File: src/rtl/ram_dumper_pkg.sv
// Shared types and constants for the UART RAM read-back engine.
// Clock/baud defaults mirror the programmer side of the SoC.
package ram_dumper_pkg;

    localparam int CPU_CLK             = 50_000_000;
    localparam int PROG_BAUD_RATE      = 115_200;
    localparam int BLK_SIZE            = 128;
    localparam int DUMP_BYTES_PER_WORD = 4;
    localparam int DUMP_FRAME_BITS     = 10;

    typedef enum logic [2:0] {
        ST_IDLE,
        ST_FETCH,
        ST_WAIT,
        ST_LOAD,
        ST_SEND,
        ST_NEXT,
        ST_DONE
    } dump_state_e;

endpackage

File: src/rtl/ram_rd_if.sv
// Line-read port of the cache-line RAM.
// The dumper is the master; the RAM wrapper is the slave.
interface ram_rd_if
    import ram_dumper_pkg::*;
#(
    parameter int ADDR_WIDTH = 15,
    parameter int DATA_WIDTH = BLK_SIZE
);
    logic                  rd_en;
    logic [ADDR_WIDTH-1:0] addr;
    logic [DATA_WIDTH-1:0] rdata;

    modport master (output rd_en, output addr, input rdata);
    modport slave  (input rd_en, input addr, output rdata);
endinterface

File: src/rtl/ram_dumper_tx.sv
// 8N1 byte transmitter with a valid/ready byte input.
// ready rises in the last stop-bit cycle so frames chain without a gap.
module uart_tx_byte
    import ram_dumper_pkg::*;
#(
    parameter int CLKS_PER_BIT = 16
)(
    input  logic       clk_i,
    input  logic       rst_i,
    input  logic [7:0] data,
    input  logic       valid,
    output logic       ready,
    output logic       tx
);
    localparam int CW = (CLKS_PER_BIT > 1) ? $clog2(CLKS_PER_BIT) : 1;
    localparam logic [CW-1:0] CNT_MAX  = CW'(CLKS_PER_BIT - 1);
    localparam logic [3:0]    LAST_BIT = 4'(DUMP_FRAME_BITS - 1);

    logic          active;
    logic [3:0]    bit_idx;
    logic [CW-1:0] cnt;
    logic [7:0]    shreg;
    logic          bit_end;

    assign bit_end = (cnt == CNT_MAX);
    assign ready   = !active || (bit_idx == LAST_BIT && bit_end);

    // Baud counter and bit sequencer: start bit, 8 data bits LSB first, stop bit
    always_ff @(posedge clk_i) begin
        if (rst_i) begin
            active  <= 1'b0;
            bit_idx <= '0;
            cnt     <= '0;
            shreg   <= '0;
            tx      <= 1'b1;
        end else if (valid && ready) begin
            active  <= 1'b1;
            bit_idx <= '0;
            cnt     <= '0;
            shreg   <= data;
            tx      <= 1'b0;
        end else if (active) begin
            if (bit_end) begin
                cnt <= '0;
                if (bit_idx == LAST_BIT) begin
                    active <= 1'b0;
                end else begin
                    bit_idx <= bit_idx + 4'd1;
                    tx      <= (bit_idx == LAST_BIT - 4'd1) ? 1'b1
                                                            : shreg[bit_idx[2:0]];
                end
            end else begin
                cnt <= cnt + CW'(1);
            end
        end
    end
endmodule

File: src/rtl/ram_dumper.sv
// UART read-back engine: fetches RAM lines and sends words LSB byte first.
// Words within an already buffered line are sent without a new RAM read.
module ram_dumper
    import ram_dumper_pkg::*;
#(
    parameter int CLK_FREQ         = CPU_CLK,
    parameter int BAUD_RATE        = PROG_BAUD_RATE,
    parameter int ADDR_WIDTH       = 15,
    parameter int CACHE_LINE_WIDTH = BLK_SIZE,
    parameter int WORD_WIDTH       = 32
)(
    input  logic                  clk_i,
    input  logic                  rst_i,
    input  logic                  start_i,
    input  logic [ADDR_WIDTH-1:0] base_addr_i,
    input  logic [ADDR_WIDTH:0]   word_cnt_i,
    ram_rd_if.master              ram,
    output logic                  tx_o,
    output logic                  busy_o,
    output logic                  done_o
);
    localparam int CLKS_PER_BIT = CLK_FREQ / BAUD_RATE;
    localparam int LW = $clog2(CACHE_LINE_WIDTH / WORD_WIDTH);

    generate
        if (CLKS_PER_BIT < 2) begin : g_bad_baud
            $error("CLKS_PER_BIT must be >= 2");
        end
        if (WORD_WIDTH != 32) begin : g_bad_word
            $error("WORD_WIDTH must be 32");
        end
        if (LW < 1) begin : g_bad_line
            $error("line must hold at least two words");
        end
    endgenerate

    dump_state_e                 state;
    logic [ADDR_WIDTH-1:0]       cur_addr;
    logic [ADDR_WIDTH:0]         remaining;
    logic [CACHE_LINE_WIDTH-1:0] line_buf;
    logic                        buf_valid;
    logic [31:0]                 shift_word;
    logic [1:0]                  byte_idx;
    logic                        rd_en;

    logic [CACHE_LINE_WIDTH-1:0] src_line;
    logic [LW-1:0]               sel;
    logic [31:0]                 sel_word;
    logic [ADDR_WIDTH-1:0]       nxt_addr;
    logic [7:0]                  u_data;
    logic                        u_valid;
    logic                        u_ready;

    assign ram.rd_en = rd_en;
    assign ram.addr  = cur_addr;

    assign src_line = buf_valid ? line_buf : ram.rdata;
    assign sel      = cur_addr[LW-1:0];
    assign sel_word = src_line[{sel, 5'b0} +: 32];
    assign nxt_addr = cur_addr + ADDR_WIDTH'(1);

    // Byte 0 comes straight from the selected word; later bytes from the shifter
    always_comb begin
        u_valid = (state == ST_LOAD) || (state == ST_SEND);
        u_data  = (state == ST_LOAD) ? sel_word[7:0] : shift_word[7:0];
    end

    uart_tx_byte #(
        .CLKS_PER_BIT (CLKS_PER_BIT)
    ) u_tx (
        .clk_i (clk_i),
        .rst_i (rst_i),
        .data  (u_data),
        .valid (u_valid),
        .ready (u_ready),
        .tx    (tx_o)
    );

    // Dump sequencer: fetch, buffer, byte sequencing and completion
    always_ff @(posedge clk_i) begin
        if (rst_i) begin
            state      <= ST_IDLE;
            cur_addr   <= '0;
            remaining  <= '0;
            line_buf   <= '0;
            buf_valid  <= 1'b0;
            shift_word <= '0;
            byte_idx   <= '0;
            rd_en      <= 1'b0;
            busy_o     <= 1'b0;
            done_o     <= 1'b0;
        end else begin
            rd_en  <= 1'b0;
            done_o <= 1'b0;
            unique case (state)
                ST_IDLE: begin
                    if (start_i) begin
                        cur_addr  <= base_addr_i;
                        remaining <= word_cnt_i;
                        buf_valid <= 1'b0;
                        busy_o    <= 1'b1;
                        if (word_cnt_i == '0) begin
                            state <= ST_DONE;
                        end else begin
                            state <= ST_FETCH;
                            rd_en <= 1'b1;
                        end
                    end
                end
                ST_FETCH: state <= ST_WAIT;
                ST_WAIT:  state <= ST_LOAD;
                ST_LOAD: begin
                    if (!buf_valid) begin
                        line_buf  <= ram.rdata;
                        buf_valid <= 1'b1;
                    end
                    if (u_ready) begin
                        shift_word <= {8'h00, sel_word[31:8]};
                        byte_idx   <= 2'd1;
                        state      <= ST_SEND;
                    end
                end
                ST_SEND: begin
                    if (u_ready) begin
                        shift_word <= {8'h00, shift_word[31:8]};
                        byte_idx   <= byte_idx + 2'd1;
                        if (byte_idx == 2'(DUMP_BYTES_PER_WORD - 1)) begin
                            state <= ST_NEXT;
                        end
                    end
                end
                ST_NEXT: begin
                    cur_addr  <= nxt_addr;
                    remaining <= remaining - (ADDR_WIDTH + 1)'(1);
                    if (remaining == (ADDR_WIDTH + 1)'(1)) begin
                        state <= ST_DONE;
                    end else if (nxt_addr[LW-1:0] == '0) begin
                        state     <= ST_FETCH;
                        rd_en     <= 1'b1;
                        buf_valid <= 1'b0;
                    end else begin
                        state <= ST_LOAD;
                    end
                end
                ST_DONE: begin
                    if (u_ready) begin
                        done_o <= 1'b1;
                        busy_o <= 1'b0;
                        state  <= ST_IDLE;
                    end
                end
                default: state <= ST_IDLE;
            endcase
        end
    end
endmodule
File: src/flat_wrapper.sv
// flat-port wrapper written by rule: the top's interface ports become plain ports
module ram_dumper_flat import ram_dumper_pkg::*;
#(
    parameter int CLK_FREQ         = CPU_CLK,
    parameter int BAUD_RATE        = PROG_BAUD_RATE,
    parameter int ADDR_WIDTH       = 15,
    parameter int CACHE_LINE_WIDTH = BLK_SIZE,
    parameter int WORD_WIDTH       = 32
)
  (clk_i, rst_i, start_i, base_addr_i, word_cnt_i, tx_o, busy_o, done_o, ram_rd_en, ram_addr, ram_rdata);
  ram_rd_if #(.ADDR_WIDTH(ADDR_WIDTH)) ram_i ();
  input  logic clk_i;
  input  logic rst_i;
  input  logic start_i;
  input  logic [ADDR_WIDTH-1:0] base_addr_i;
  input  logic [ADDR_WIDTH:0] word_cnt_i;
  output logic tx_o;
  output logic busy_o;
  output logic done_o;
  output wire logic [$bits(ram_i.rd_en)-1:0] ram_rd_en;
  output wire logic [$bits(ram_i.addr)-1:0] ram_addr;
  input wire logic [$bits(ram_i.rdata)-1:0] ram_rdata;
  assign ram_rd_en = ram_i.rd_en;
  assign ram_addr = ram_i.addr;
  assign ram_i.rdata = ram_rdata;
  ram_dumper #(.CLK_FREQ(CLK_FREQ), .BAUD_RATE(BAUD_RATE), .ADDR_WIDTH(ADDR_WIDTH), .CACHE_LINE_WIDTH(CACHE_LINE_WIDTH), .WORD_WIDTH(WORD_WIDTH)) u_core (.clk_i(clk_i), .rst_i(rst_i), .start_i(start_i), .base_addr_i(base_addr_i), .word_cnt_i(word_cnt_i), .ram(ram_i), .tx_o(tx_o), .busy_o(busy_o), .done_o(done_o));
endmodule
File: config.mk
export PLATFORM = sky130hd
export DESIGN_NAME = ram_dumper_flat
export DESIGN_NICKNAME = d
export VERILOG_FILES = /design/src/rtl/ram_dumper_pkg.sv /design/src/rtl/ram_rd_if.sv /design/src/rtl/ram_dumper_tx.sv /design/src/rtl/ram_dumper.sv /design/src/flat_wrapper.sv
export SDC_FILE = /design/constraint.sdc
export NUM_CORES = 1
export LEC_CHECK = 0
export BUFFER_PORTS_ARGS = -buffer_cell sky130_fd_sc_hd__buf_2
export CORE_UTILIZATION = 49
export DETAILED_ROUTE_END_ITERATION = 8
export PLACE_DENSITY = 0.74
export SLEW_MARGIN = 20
export SYNTH_ARGS = -nofsm -noshare
export SYNTH_HDL_FRONTEND = slang
export SYNTH_SLANG_ARGS = --single-unit
export TNS_END_PERCENT = 30
File: constraint.sdc
create_clock -name clk_i -period 6.9 [get_ports clk_i]
set_clock_uncertainty 0.1 [all_clocks]
set_input_delay 0.345 -clock clk_i [delete_from_list [all_inputs] [get_ports clk_i]]
set_output_delay 0.345 -clock clk_i [all_outputs]
set_load 0.01 [all_outputs]
==> results of run 1 <==
[state kept, by name (all words and copies together), names as in the netlist, 2 cells and up]
name and count:
u_core.line_buf 128, u_core.shift_word 24, u_core.remaining 16, u_core.ram.addr 15, u_core.u_tx.cnt 9, u_core.u_tx.shreg 8
u_core.u_tx.bit_idx 4, u_core.state 3, u_core.byte_idx 2
[cells by family after synthesis]
kind of cell,Yosys count
XOR/XNOR,12
adder cells (fa/ha/maj),10
buffers and inverters,110
AND/OR/NAND/NOR,452
flip-flops,215
multiplexers,101
AO/OA/AOI/OAI,307
[critical path, stage by stage, from the launching register on]
cell and delay [ps]:
dfxtp_1 720, and3b_1 830, nand2b_4 540, buf_4 510
nand2_1 200, a21oi_1 100
[final cells by class]
class | instances | area, um^2 | area share
sequential | 215 | 4310 | 0.317
multi-input combinational | 882 | 5850 | 0.430
clock inverter | 6 | 91.3 | 0.00672
timing repair buffer | 317 | 2240 | 0.165
clock buffer | 37 | 719 | 0.0529
inverter | 9 | 33.8 | 0.00248
tap | 275 | 344 | 0.0253
[metrics by stage]
stage          instance area, um^2  utilization
2_1_floorplan                10600            -
3_3_place_gp                 11500        0.547
3_5_place_dp                 11500        0.547
4_1_cts                      13600        0.645
5_1_grt                      13600        0.645
6_report                     13600        0.645
[cells in the mapped netlist, types with 5 or more instances]
library cell and count:
nand2_1 306, dfxtp_1 215, a21oi_1 161, clkbuf_1 78
nor2_1 68, mux4_2 66, o21ai_0 48, mux2i_1 35
a22o_1 26, a211oi_1 13, buf_2 12, nor3_1 12
nand3_1 11, nand4_1 11, ha_1 10, o2bb2ai_1 10
inv_1 9, nor4_1 9, buf_1 8, xnor2_1 8
or3_1 6, a21o_1 5, a22oi_1 5
[routing by layer]
metal / track usage / wire length, um / vias to the layer above
met2: 0.455 / 14700 / 370
met3: 0.0450 / 1660 / 97
li1: - / - / 4793
met5: 0 / 13 / -
met4: 0.113 / 1040 / 2
met1: 0.329 / 12400 / 4809
[worst paths after layout]
check | start | to | slack (ps) | cells past startpoint
setup / recovery | u_core.state[1] | u_core.line_buf[38] | 3650 | 5
setup reg to reg | u_core.state[1] | u_core.line_buf[38] | 3650 | 5
hold reg to reg | u_core.line_buf[83] | u_core.line_buf[83] | 350 | 2
hold / removal | base_addr_i[10] | u_core.ram.addr[10] | 20 | 3
[power groups by stage]
stage	registers, mW	logic [mW]	clock network (mW)
final	1.31	0.403	1.31
after global routing	1.32	0.437	1.37
after CTS	1.31	0.399	1.32
after detailed placement	1.34	0.341	0
after global placement	1.34	0.338	0
after floorplan	1.32	0.234	0
==> flow_summary_export.csv, run 1 <==
group,metric,value,unit
outcome,status,"complete, no violations",
setup_path,cp-start-kind,"flop",
finish,area_delta_synth_final,28.5,%
timing,maxSlewHeadroom,0.286,
power_and_ir_drop,pwr-share-seq,0.434,
finish,layout_common_cells,"306 x nand2_1, 212 x dfxtp_1, 179 x buf_2",
power_and_ir_drop,powerDensity,222,nW/um^2
finish,layout.cells.non_filler,1741,
global_route,antenna_found_initial,1,
timing,tns,0,ps
synth,ys_seq_area_frac,0.407,
synth,yosysTopAreaCellShare,0.407,
timing,post-route-period-util,0.471,
finish,drive_gt1_frac,0.211,
place,dp_hpwl,17.3,mm
place,gp_congestion,0.852,
timing,grt_setup_unrepaired,"no",
power_and_ir_drop,p_sw_frac,0.249,
power_and_ir_drop,p_int,2.27,mW
synth,yosys.area_share.adder,0.0118,
power_and_ir_drop,fin_total_pwr,3.02,mW
timing,period_needed,3250,ps
clock_network,post_cts_buffers,0,
timing,clock.fmax,0.308,GHz
timing,final-max-slew-violation-count,0,
synth,async_flop_share,0,
die,coreArea,21100,um^2
route,ant_nets,0,
synth,yosys.area.top_type,"dfxtp_1",
power_and_ir_drop,p_comb_frac,0.133,
place,place_inst,1573,
setup_path,arrival,3480,ps
timing,hold_violations,0,
timing,hold_slack,18.4,ps
synth,ys_warn_count,0,
synth,synth-simple-area-share,0.181,
clock_network,htree_num_levels,1,
route,drt_iter0_drc,813,
place,pre_cts_ws,3730,ps
route,post_drt_wl_per_cell,17.1,um
setup_path,crit_path_max_fanout,70,
synth,ys_types,63,
synth,ys_ff_latch,215,
route,totalWireLength,29.8,mm
clock_network,cts_root_buffer,"clkbuf_16",
synth,synth.area.mux_share,0.174,
timing,worst_pin_slew,1070,ps
power_and_ir_drop,ir_worst_vdd,0.230,mV
place,portBuffers,180,
job,cap_violations,0,
synth,synth_flop_cell,"dfxtp_1",
power_and_ir_drop,leakage,4.93,nW
synth,synth_compound_gate_area_share,0.175,
route,firstDrtPassIters,5,
global_route,grt_max_degree,93,
clock_network,cts_tree,"built",
route,num_vias,10071,
global_route,grt_pass1_wl,48.2,mm
die,die_y,149,um
synth,synth_edf_count,0,
synth,synth-xor-area-share,0.00993,
finish,final_nets,1621,
finish,diodes,0,
die,row_count,53,
clock_network,clk_pin_slew,60,ps
clock_network,cts_buffers,24,
global_route,grt_overflow_total,0,
finish,layout_commonest_cell,"nand2_1",
hold_path,hp-class,"primary input to flop",
clock_network,clock_latency,520,ps
synth,yosys-top-cells-area,"dfxtp_1 41%, mux4_2 14%, nand2_1 11%",
die,dieArea,22200,um^2
finish,n_fill_cell,1647,
clock_network,cts-resized-gates,0,
clock_network,clock_path_buffers,3,
clock_network,hold_buffers,125,
synth,synthCells,1207,
route,viasPerCell,5.78,
timing,setup_viol,0,
setup_path,critPathKind,"flop to flop",
synth,netlist_area,10600,um^2
timing,fin_ws,3650,ps
synth,syn-num-nets,1379,
synth,synth_top_family_by_area,"simple AND/OR/NAND/NOR gates",
clock_network,cts_sinks,215,
global_route,grt_pass1_vias,9905,
power_and_ir_drop,p_sw,0.752,mW
die,start_util,0.502,
setup_path,worstPathRequired,7130,ps
die,ios,181,
route,drc,0,
global_route,grt_usage,0.266,
synth,synth_area_per_cell,8.77,um^2
die,die_width,149,um
power_and_ir_drop,clock_power_share,0.433,
setup_path,worstSetupEndpointType,"flop",
(Power assumes the default switching activity.)
==> run 2, diff against run 1 <==
- PLACE_DENSITY: 0.74 -> 0.77
- clock period: 6.9 -> 2.62 ns (I/O delays scaled with it)
==> flow_summary_export.csv, run 2 (synthesized netlist as in run 1, its figures left out) <==
group,metric,value,unit
timing,setup_viol,0,
finish,layout_common_cells,"306 x nand2_1, 212 x dfxtp_1, 179 x buf_2",
route,drc,0,
power_and_ir_drop,leakage,5.21,nW
clock_network,cts_root_buffer,"clkbuf_16",
timing,tns,0,ps
die,row_count,53,
setup_path,crit_slowest_cell,"dlygate4sd3_1",
timing,post-route-period-util,0.948,
die,start_util,0.502,
die,die_width,149,um
route,viasPerCell,5.85,
clock_network,cts_buffers,25,
hold_path,min_from,"base_addr_i[7]",
finish,postLayoutCoreUtil,0.673,
die,ios,181,
clock_network,clk_pin_slew,60,ps
timing,maxSlewHeadroom,0.491,
timing,worst_pin_slew,763,ps
place,place_inst,1591,
route,post_drt_wl_per_cell,17.7,um
finish,layout_commonest_cell,"nand2_1",
finish,largest_reg_flops,128,
finish,layout.cells.non_filler,1797,
global_route,grt_pass1_vias,10608,
route,num_vias,10513,
finish,reg_top3,"u_core.line_buf: 128 flops, u_core.shift_word: 24 flops, u_core.remaining: 16 flops",
global_route,grt_overflow_total,0,
power_and_ir_drop,powerDensity,568,nW/um^2
global_route,grt_usage,0.285,
timing,final-max-slew-violation-count,0,
power_and_ir_drop,clock_power_share,0.428,
setup_path,arrival,2820,ps
timing,clock.fmax,0.403,GHz
setup_path,crit_path_max_fanout,36,
place,portBuffers,180,
finish,area_delta_synth_final,34.0,%
place,gp_congestion,0.879,
setup_path,path_cells,"or3b_2 > a21oi_2 > buf_12 > nor2_1 > a311oi_1 > dlygate4sd3_1",
finish,top_register,"u_core.line_buf",
clock_network,cts_tree,"built",
die,coreArea,21100,um^2
timing,hold_violations,0,
power_and_ir_drop,ir_worst_vdd,0.502,mV
route,ant_nets,0,
power_and_ir_drop,pwr-share-seq,0.426,
setup_path,slowest_delay,600,ps
power_and_ir_drop,p_int,6.03,mW
finish,final_nets,1676,
finish,n_fill_cell,1580,
power_and_ir_drop,p_sw,2.03,mW
timing,grt_setup_unrepaired,"no",
clock_network,htree_num_levels,1,
route,drt_iter0_drc,936,
clock_network,clock_latency,520,ps
route,firstDrtPassIters,5,
setup_path,worstPathRequired,2960,ps
setup_path,cp-start-kind,"flop",
power_and_ir_drop,p_comb_frac,0.146,
route,totalWireLength,31.9,mm
hold_path,hp-class,"primary input to flop",
die,dieArea,22200,um^2
timing,hold_slack,19.1,ps
finish,drive_gt1_frac,0.217,
timing,period_needed,2480,ps
job,cap_violations,0,
setup_path,r2r-start,"u_core.state[2]",
outcome,status,"complete, no violations",
clock_network,post_cts_buffers,0,
clock_network,clock_path_buffers,3,
power_and_ir_drop,p_sw_frac,0.252,
setup_path,critPathKind,"flop to flop",
die,die_y,149,um
global_route,grt_pass1_wl,51.4,mm
setup_path,worstSetupEndpointType,"flop",
global_route,antenna_found_initial,1,
global_route,grt_max_degree,101,
place,dp_hpwl,18.7,mm
clock_network,cts_sinks,215,
setup_path,startpoint,"u_core.state[2]",
-- run 2: cell types whose count changed in the layout (fill, tap and decap cells not counted), moves of 2 or more --
cell	delta
clkinv_2	+2
buf_12	+7
clkbuf_1	-2
dlygate4sd3_1	+36
buf_4	+11
-- run 2: per-layer routing --
metal / vias to the layer above / global-route usage / share of wire / wire length (um)
met5: - / 0 / 0 / 0
met4: 0 / 0.136 / 0.044 / 1390
met3: 126 / 0.0425 / 0.062 / 1960
met2: 504 / 0.508 / 0.51 / 16100
met1: 4976 / 0.334 / 0.39 / 12400
li1: 4907 / - / - / -
-- run 2: path summary, 6_finish.rpt --
check	cells after the start	endpoint	slack [ps]
setup / recovery	6	u_core.ram.addr[1]	140
hold / removal	4	u_core.ram.addr[7]	20
setup reg to reg	6	u_core.ram.addr[1]	140
hold reg to reg	2	u_core.line_buf[25]	350
-- run 2: final cells by class --
cell class	instances	area, um^2	share of cell area
diodes	1	2.50	0.000176
clock buffers	37	751	0.0529
clock inverters	7	63.8	0.00450
inverters	9	33.8	0.00238
multi-input cells	882	5850	0.412
flip-flops and latches	215	4310	0.304
well taps	275	344	0.0243
repair buffers	371	2830	0.199
-- run 2: worst max-delay path: cells and delay by family, from the launching register on --
family | cells | cell delay, ps
buffers and inverters | 2 | 810
AO/OA/AOI/OAI | 2 | 440
AND/OR/NAND/NOR | 2 | 620
flip-flops | 1 | 460
-- run 2: what timing repair did --
item	CTS	global route
hold buffers	161	0
resized for setup	0	0
endpoints found under the hold margin	160	0
-- run 2: stage by stage --
stage | cell area, um^2 | setup slack (ps) | power (mW)
floorplan | 10600 | 346 | 4.10
global placement | 11800 | 388 | 4.44
detailed placement | 11800 | 341 | 4.46
CTS | 14200 | 130 | 8.07
global route | 14200 | 28.5 | 8.33
finish | 14200 | 136 | 8.06
-- run 2: power groups by stage --
stage               Sequential [mW]  Combinational, mW  Clock (mW)
finish                         3.43               1.18        3.45
global route                   3.44               1.27        3.63
CTS                            3.43               1.16        3.49
detailed placement             3.50              0.966           0
global placement               3.49              0.948           0
floorplan                      3.48              0.618           0
==> run 3, diff against run 2 <==
- SYNTH_HIERARCHICAL: default -> 1
==> flow_summary_export.csv, run 3 <==
group,metric,value,unit
outcome,status,"complete, no violations",
die,coreArea,21800,um^2
synth,synth.area.mux_share,0.157,
route,viasPerCell,5.81,
clock_network,cts_buffers,24,
synth,syn-num-nets,1430,
die,row_count,54,
synth,netlist_area,10800,um^2
synth,synthCells,1258,
global_route,grt_overflow_total,0,
clock_network,clk_pin_slew,70,ps
hold_path,hp-class,"primary input to flop",
finish,postLayoutCoreUtil,0.658,
timing,hold_slack,307,ps
global_route,grt_max_degree,77,
die,dieArea,22700,um^2
power_and_ir_drop,clock_power_share,0.411,
setup_path,worstSetupEndpointType,"flop",
finish,final_nets,1730,
hold_path,whs_path_depth,4,
finish,multiInputGateArea,5950,um^2
job,cap_violations,0,
clock_network,clock_latency,520,ps
setup_path,arrival,2740,ps
synth,ys_ff_latch,215,
synth,yosysMostFrequentCell,"nand2_1",
setup_path,critPathKind,"flop to flop",
finish,final_area,14300,um^2
timing,setup_viol,0,
finish,regArea,4310,um^2
place,portBuffers,180,
power_and_ir_drop,ir_worst_vdd,0.522,mV
power_and_ir_drop,p_sw,2.16,mW
place,pre_cts_ws,324,ps
die,die_width,151,um
synth,synth_area_per_cell,8.61,um^2
synth,synth-simple-area-share,0.199,
route,drc,0,
timing,period_needed,2450,ps
power_and_ir_drop,pwr-share-seq,0.427,
timing,hold_violations,0,
global_route,grt_pass1_vias,10464,
finish,layout_common_cells,"314 x nand2_1, 213 x dfxtp_1, 179 x buf_2",
power_and_ir_drop,p_comb_frac,0.162,
synth,ys_warn_count,6,
synth,yosys-top-cells-area,"dfxtp_1 40%, nand2_1 11%, mux2i_1 8.4%",
die,ios,181,
clock_network,cts_tree,"built",
synth,synth_commonest_cells,"314 x nand2_1, 215 x dfxtp_1, 147 x a21oi_1, 91 x mux2i_1, 46 x buf_2",
route,totalWireLength,32.5,mm
setup_path,worstRegToRegCells,7,
finish,reg_top3,"u_core/line_buf: 128 flops, u_core/shift_word: 24 flops, u_core/remaining: 16 flops",
synth,synth-xor-area-share,0.00809,
timing,grt_setup_unrepaired,"no",
synth,ys_types,78,
timing,clock.fmax,0.409,GHz
power_and_ir_drop,p_sw_frac,0.262,
route,num_vias,10780,
clock_network,post_cts_buffers,0,
finish,area_delta_synth_final,32.3,%
synth,yosys.area_share.adder,0.0116,
timing,fin_ws,172,ps
clock_network,clock_path_buffers,3,
route,firstDrtPassIters,6,
timing,tns,0,ps
timing,post-route-period-util,0.934,
global_route,grt_usage,0.282,
power_and_ir_drop,p_int,6.08,mW
power_and_ir_drop,leakage,5.24,nW
die,start_util,0.498,
place,gp_congestion,0.873,
power_and_ir_drop,powerDensity,575,nW/um^2
timing,worst_pin_slew,806,ps
timing,final-max-slew-violation-count,0,
setup_path,worstPathRequired,2910,ps
synth,synth_compound_gate_area_share,0.172,
clock_network,htree_num_levels,1,
clock_network,cts_sinks,215,
route,post_drt_wl_per_cell,17.5,um
synth,ys_seq_area_frac,0.398,
synth,async_flop_share,0,
finish,drive_gt1_frac,0.193,
setup_path,crit_path_max_fanout,13,
global_route,antenna_found_initial,1,
place,place_area,11900,um^2
route,drt_iter0_drc,834,
die,die_y,151,um
finish,largest_reg_flops,128,
synth,synth_top_family_by_area,"simple AND/OR/NAND/NOR gates",
synth,synth_edf_count,0,
clock_network,cts_root_buffer,"clkbuf_16",
global_route,grt_pass1_wl,51.4,mm
finish,n_fill_cell,1622,
finish,layout_commonest_cell,"nand2_1",
synth,yosys.area.top_type,"dfxtp_1",
timing,maxSlewHeadroom,0.463,
place,dp_hpwl,19.5,mm
setup_path,cp-start-kind,"flop",
synth,synth_flop_cell,"dfxtp_1",
synth,yosysTopAreaCellShare,0.398,
finish,top_register,"u_core/line_buf",
route,ant_nets,0,
## run 3: final cells by class
cell class | count | share of cell area
multi-input cells | 927 | 0.416
flip-flops and latches | 215 | 0.301
repair buffers | 377 | 0.200
clock buffers | 36 | 0.0486
well taps | 280 | 0.0245
clock inverters | 7 | 0.00673
inverters | 13 | 0.00341
diodes | 2 | 0.000349
## run 3: power by group through the flow
stage | combinational (mW) | clock (mW) | sequential, mW
2_1_floorplan | 0.753 | 0 | 3.54
3_3_place_gp | 1.10 | 0 | 3.58
3_5_place_dp | 1.12 | 0 | 3.58
4_1_cts | 1.31 | 3.42 | 3.51
5_1_grt | 1.45 | 3.57 | 3.53
6_report | 1.34 | 3.38 | 3.52
## run 3: final timing paths
path | startpoint | endpoint | slack, ps
hold reg to reg | u_core/line_buf[50] | u_core/line_buf[50] | 350
setup reg to reg | u_core/state[0] | u_core/remaining[0] | 170
hold / removal | ram_rdata[120] | u_core/line_buf[120] | 310
setup / recovery | u_core/state[0] | u_core/remaining[0] | 170
## run 3: kinds of logic after synthesis
group                    after synthesis
flip-flops                           215
adder cells (fa/ha/maj)               10
AO/OA/AOI/OAI                        303
buffers and inverters                116
XOR/XNOR                              10
multiplexers                         127
AND/OR/NAND/NOR                      477
## run 3: critical path, cell delays in order (launching register included)
cell and delay [ps]:
dfxtp_1 490, buf_4 220, and3b_2 350, nor2_1 90, buf_4 180, a221oi_1 250
nor2_1 70, dlygate4sd3_1 580
## run 3: what timing repair did
| item | CTS | global route |
|---|---|---|
| hold endpoints to repair | 160 | 0 |
| gates resized for setup | 0 | 1 |
| endpoints found under the setup margin | 0 | 1 |
| hold buffers | 162 | 0 |
## run 3: stage by stage
stage	power [mW]	instances
2_1_floorplan	4.30	1258
3_3_place_gp	4.68	1650
3_5_place_dp	4.70	1650
4_1_cts	8.25	1855
5_1_grt	8.55	1856
6_report	8.24	1857
## run 3: metal layers
metal,global-route usage,routed length (um)
met1,0.353,13300
met2,0.484,16100
met3,0.0406,2010
met4,0.119,1160
met5,0,0
